### src/rtl/io_bus_arbiter.sv
// Two-master IO bus arbiter; each transfer runs IDLE (grant) -> ACCESS (bus cycle) -> DONE (ack).
// Define IO_ARB_RR_EN for round-robin arbitration; without it, master 0 has fixed priority.
module io_bus_arbiter (
   input  logic        clk,
   input  logic        rst_n,
   input  logic        m0_req,
   input  logic        m0_we,
   input  logic [15:2] m0_adr,
   input  logic [15:0] m0_wdata,
   input  logic        m1_req,
   input  logic        m1_we,
   input  logic [15:2] m1_adr,
   input  logic [15:0] m1_wdata,
   output logic        m0_ack,
   output logic [15:0] m0_rdata,
   output logic        m1_ack,
   output logic [15:0] m1_rdata,
   output logic        dma_io_we,
   output logic [15:2] dma_io_wadr,
   output logic [15:2] dma_io_radr,
   output logic [15:0] dma_io_wdata,
   input  logic [15:0] dma_io_rdata,
   output logic        arb_busy
);

`ifdef IO_ARB_RR_EN
   localparam logic RR_EN = 1'b1;
`else
   localparam logic RR_EN = 1'b0;
`endif

   typedef enum logic [1:0] {
      S_IDLE   = 2'd0,
      S_ACCESS = 2'd1,
      S_DONE   = 2'd2
   } state_t;

   state_t      r_state;
   logic        r_owner;
   logic        r_last_grant;
   logic        r_cmd_we;
   logic [15:2] r_cmd_adr;
   logic [15:0] r_cmd_wdata;
   logic [15:0] r_rdata;
   logic        r_io_we;
   logic        r_m0_ack;
   logic        r_m1_ack;
   logic        r_busy;

   logic        w_any_req;
   logic        w_pick_m1;
   logic        w_win_we;
   logic [15:2] w_win_adr;
   logic [15:0] w_win_wdata;

   assign w_any_req   = m0_req | m1_req;
   // m1 wins when it asks alone, or on a conflict when round-robin says m0 went last
   assign w_pick_m1   = m1_req & (~m0_req | (RR_EN & ~r_last_grant));
   assign w_win_we    = w_pick_m1 ? m1_we    : m0_we;
   assign w_win_adr   = w_pick_m1 ? m1_adr   : m0_adr;
   assign w_win_wdata = w_pick_m1 ? m1_wdata : m0_wdata;

   // NOTE: state and outputs use non-blocking assignments under an async reset so that
   // every register samples pre-edge values and the reset clears them without a clock.
   always_ff @(posedge clk or negedge rst_n) begin
      if (!rst_n) begin
         r_state      <= S_IDLE;
         r_owner      <= 1'b0;
         r_last_grant <= 1'b1;
         r_cmd_we     <= 1'b0;
         r_cmd_adr    <= '0;
         r_cmd_wdata  <= '0;
         r_rdata      <= '0;
         r_io_we      <= 1'b0;
         r_m0_ack     <= 1'b0;
         r_m1_ack     <= 1'b0;
         r_busy       <= 1'b0;
      end else begin
         case (r_state)
            S_IDLE: begin
               if (w_any_req) begin
                  r_state      <= S_ACCESS;
                  r_owner      <= w_pick_m1;
                  r_last_grant <= w_pick_m1;
                  r_cmd_we     <= w_win_we;
                  r_cmd_adr    <= w_win_adr;
                  r_cmd_wdata  <= w_win_wdata;
                  r_io_we      <= w_win_we;
                  r_busy       <= 1'b1;
               end
            end
            S_ACCESS: begin
               r_state  <= S_DONE;
               r_io_we  <= 1'b0;
               r_rdata  <= r_cmd_we ? 16'h0000 : dma_io_rdata;
               r_m0_ack <= ~r_owner;
               r_m1_ack <= r_owner;
            end
            S_DONE: begin
               r_state  <= S_IDLE;
               r_m0_ack <= 1'b0;
               r_m1_ack <= 1'b0;
               r_busy   <= 1'b0;
            end
            default: begin
               r_state  <= S_IDLE;
               r_io_we  <= 1'b0;
               r_m0_ack <= 1'b0;
               r_m1_ack <= 1'b0;
               r_busy   <= 1'b0;
            end
         endcase
      end
   end

   assign dma_io_we    = r_io_we;
   assign dma_io_wadr  = r_cmd_adr;
   assign dma_io_radr  = r_cmd_adr;
   assign dma_io_wdata = r_cmd_wdata;
   assign m0_ack       = r_m0_ack;
   assign m1_ack       = r_m1_ack;
   assign m0_rdata     = r_rdata;
   assign m1_rdata     = r_rdata;
   assign arb_busy     = r_busy;

endmodule

### config.mk
export PLATFORM = sky130hd
export DESIGN_NAME = io_bus_arbiter
export DESIGN_NICKNAME = d
export VERILOG_FILES = /design/src/rtl/io_bus_arbiter.sv
export SDC_FILE = /design/constraint.sdc
export NUM_CORES = 1
export LEC_CHECK = 0
export ABC_AREA = 1
export BUFFER_PORTS_ARGS = -buffer_cell sky130_fd_sc_hd__buf_2
export CAP_MARGIN = 20
export CORE_UTILIZATION = 35
export CTS_CLUSTER_DIAMETER = 150
export DETAILED_ROUTE_END_ITERATION = 6
export HOLD_SLACK_MARGIN = 0.02
export PLACE_DENSITY_LB_ADDON = 0.05
export REMOVE_ABC_BUFFERS = 1
export SYNTH_ARGS = -nofsm -noshare
export SYNTH_HDL_FRONTEND = slang
export SYNTH_SLANG_ARGS = --single-unit
export TNS_END_PERCENT = 30
### constraint.sdc
create_clock -name clk -period 1.6 [get_ports clk]
set_clock_uncertainty 0.1 [all_clocks]
set_input_delay 0.16 -clock clk [delete_from_list [all_inputs] [get_ports clk]]
set_output_delay 0.16 -clock clk [all_outputs]
set_load 0.02 [all_outputs]
==> impl_results.md <==
* Crit path time final at 1440 ps
* Non-Filler Instances at 605
* Routed vias at 2704
* Pleak at 0.00226 uW
* Synth Register Bits at 54
* First-pass GRT wire length at 12.1 mm
* Post-route ant nets at 0
* Post-synthesis sequential area ratio at 49.4%
* Setup violations, final at 0
* Gate Count Post-Synth at 361
* Largest net degree at the start of global routing at 55
* P&R area growth vs syn at 34.0%
* Mapped cell area at 2740 sq um
* Crit Path Max Fanout at 21
* Worst endpoint required time at 1700 ps
* Post-synthesis cell type count at 14
* Worst skew pair latency at 300 ps
* R2R Path Start: r_state[1]
* All-Layer GR Usage at 18.3%
* Fin Setup TNS at 0 ps
* Commonest non-fill, non-tap cell in the layout: nand2_1
* Placer Congestion at 0.727
* Ratio of cells with drive above 1 in the final layout at 36.4%
* Buffers on Ports at 161
* Die area at 8180 sq um
* Final core utilization at 49.5%
* Reg2reg setup slack at 160 ps
* Die height at 90.4 um
* Max Cap Viol at 0
* Placeable Area at 7410 sq um
* Vias in the first global route at 2599
* Path type of the worst min-delay path: in -> reg
* Logic pwr share at 53.6%
* Die Wd at 90.4 um
* Clk slew on worst S/H paths at 90 ps
* Final Net Count at 587
* Layout fillers at 764
* Yosys warning count at 0
* CTS Buf Count at 5
* Power share of the clock group at 11.4%
* H-tree levels at 2
* Root Buffer: clkbuf_8
* RSZ-0062 raised after global routing: no
* Pint at 3500 uW
* Slew Viols, Final at 0
* Number of diodes at 0
* Status: completed
* VDD IR max at 791 uV
* Setup Crit Path Kind: reg -> reg
* CTS tree: done
* Psw at 3340 uW
* DRC at 0
* Post-Place Cells at 580
* Least-Margin Pin Slew at 546 ps
* Commonest non-fill, non-tap cells in the layout: nand2_1, buf_2, dfrtp_1
* Initial DRC count at 103
* Io pins at 162
* Flip-flop and latch area at 1350 sq um
* WP data arrival at 1540 ps
* Worst setup EP type: flop
* Routed len/inst at 11.9 um
* Final number of hold-violating endpoints at 0
* Max Buffers Root-to-Sink at 2
* Critical Path Source Type: flop
* Reg-to-reg endpoint: dma_io_wdata[5]
* Crit share post-route at 90.0%
* Grt total ovfl at 0
* WL final at 7.22 mm
* DR vias/cell at 4.47
* Slew HR at 63.5%
* Antenna violations before repair at 0
* Cell count of the worst hold path at 5
* Average size of a mapped cell at 7.58 sq um
* Multi-input logic area at 1020 sq um
* Core Rows at 31
* Sink Count at 54
* Switching fraction of total power at 48.8%
* Power density over the cells at 1860 nW/um^2
* HP Start: m0_wdata[4]
* Hold endpoint: dma_io_wdata[4]
* Sequential power share at 35.1%
* Pre-antenna DRT Iters at 4
* Post-DP HPWL at 5.02 mm
* Achievable Freq at 0.694 GHz
* Post-CTS Setup Inserts at 0
* Reg2reg path depth at 5
* Initial cell density of the core at 37.0%
[routing by layer]
metal,track usage [%],part of all wire (%),vias up
li1,-,-,1372
met1,23.2,46,1237
met2,32.2,49,88
met3,3.20,4.4,7
met4,4.57,1.1,0
met5,0,0,-
[power by group through the flow]
stage	combinational (uW)	clock (uW)	sequential, uW
floorplan	1100	0	3530
global placement	3650	0	2420
detailed placement	3670	0	2420
CTS	3710	823	2410
global route	4020	857	2490
finish	3660	777	2400
[final cells by class]
| cell class | instances | share of cell area, % |
|---|---|---|
| repair buffers | 186 | 28.6 |
| clock buffers | 7 | 2.35 |
| inverters | 7 | 0.853 |
| flip-flops and latches | 54 | 36.8 |
| clock inverters | 1 | 0.136 |
| multi-input cells | 251 | 27.9 |
| well taps | 99 | 3.38 |
[cell usage after synthesis]
cell      number  area [sq um]
dfrtp_1       54          1350
inv_2          4          15.0
nand3_1       48           240
nor2_2         1          6.26
nand2_4        1          11.3
inv_1          2          7.51
clkbuf_1       3          11.3
buf_2         13          65.1
buf_4         30           225
buf_6          3          33.8
o21ai_1        2          10.0
inv_4          1          6.26
nand2_1      198           743
nor2_4         1          11.3
[how the worst max path moves through the flow]
| stage | from | endpoint |
|---|---|---|
| 2_1_floorplan | m0_req | dma_io_we |
| 3_3_place_gp | r_state[1] | r_cmd_we |
| 3_5_place_dp | r_state[1] | r_cmd_we |
| 4_1_cts | r_state[1] | r_cmd_we |
| 5_1_grt | r_state[1] | dma_io_radr[14] |
| 6_report | r_state[1] | dma_io_wdata[5] |
[per-stage QoR]
stage               power [uW]  cell area (sq um)  setup WS, ps  hold WS (ps)
floorplan                 4630               2400           129          -236
global placement          6070               3400           170          81.1
detailed placement        6100               3400           124          78.1
CTS                       6940               3670          97.9          27.4
global route              7370               3670          62.7          55.5
finish                    6840               3670           159          40.1
[sequential cells by signal, indices dropped and copies added, names as in the netlist]
name and cells:
r_cmd_we 1, r_owner 1, dma_io_wdata 16, m0_ack 1
dma_io_we 1, m1_ack 1, arb_busy 1, dma_io_radr 14
m0_rdata 16, r_state 2
[critical path, stage by stage (launching register included)]
cell and delay (ps):
dfrtp_1 440, nor2_2 220, nand2_4 170, buf_4 260, nand2_1 80, nand2_1 50
[cell families after synthesis]
| kind of cell | after synthesis | synth area share [%] |
|---|---|---|
| AOI/OAI and AO/OA | 2 | 0.366 |
| buffers and inverters | 56 | 13.3 |
| and+or+nand+nor | 249 | 37.0 |
| DFF | 54 | 49.4 |
[what timing repair did]
item	4_1_cts	5_1_grt
endpoints found under the setup margin	0	6
resized for setup	0	1
hold buffers	17	0
endpoints found under the hold margin	70	0
No activity file was read; power rests on OpenSTA's default activity.
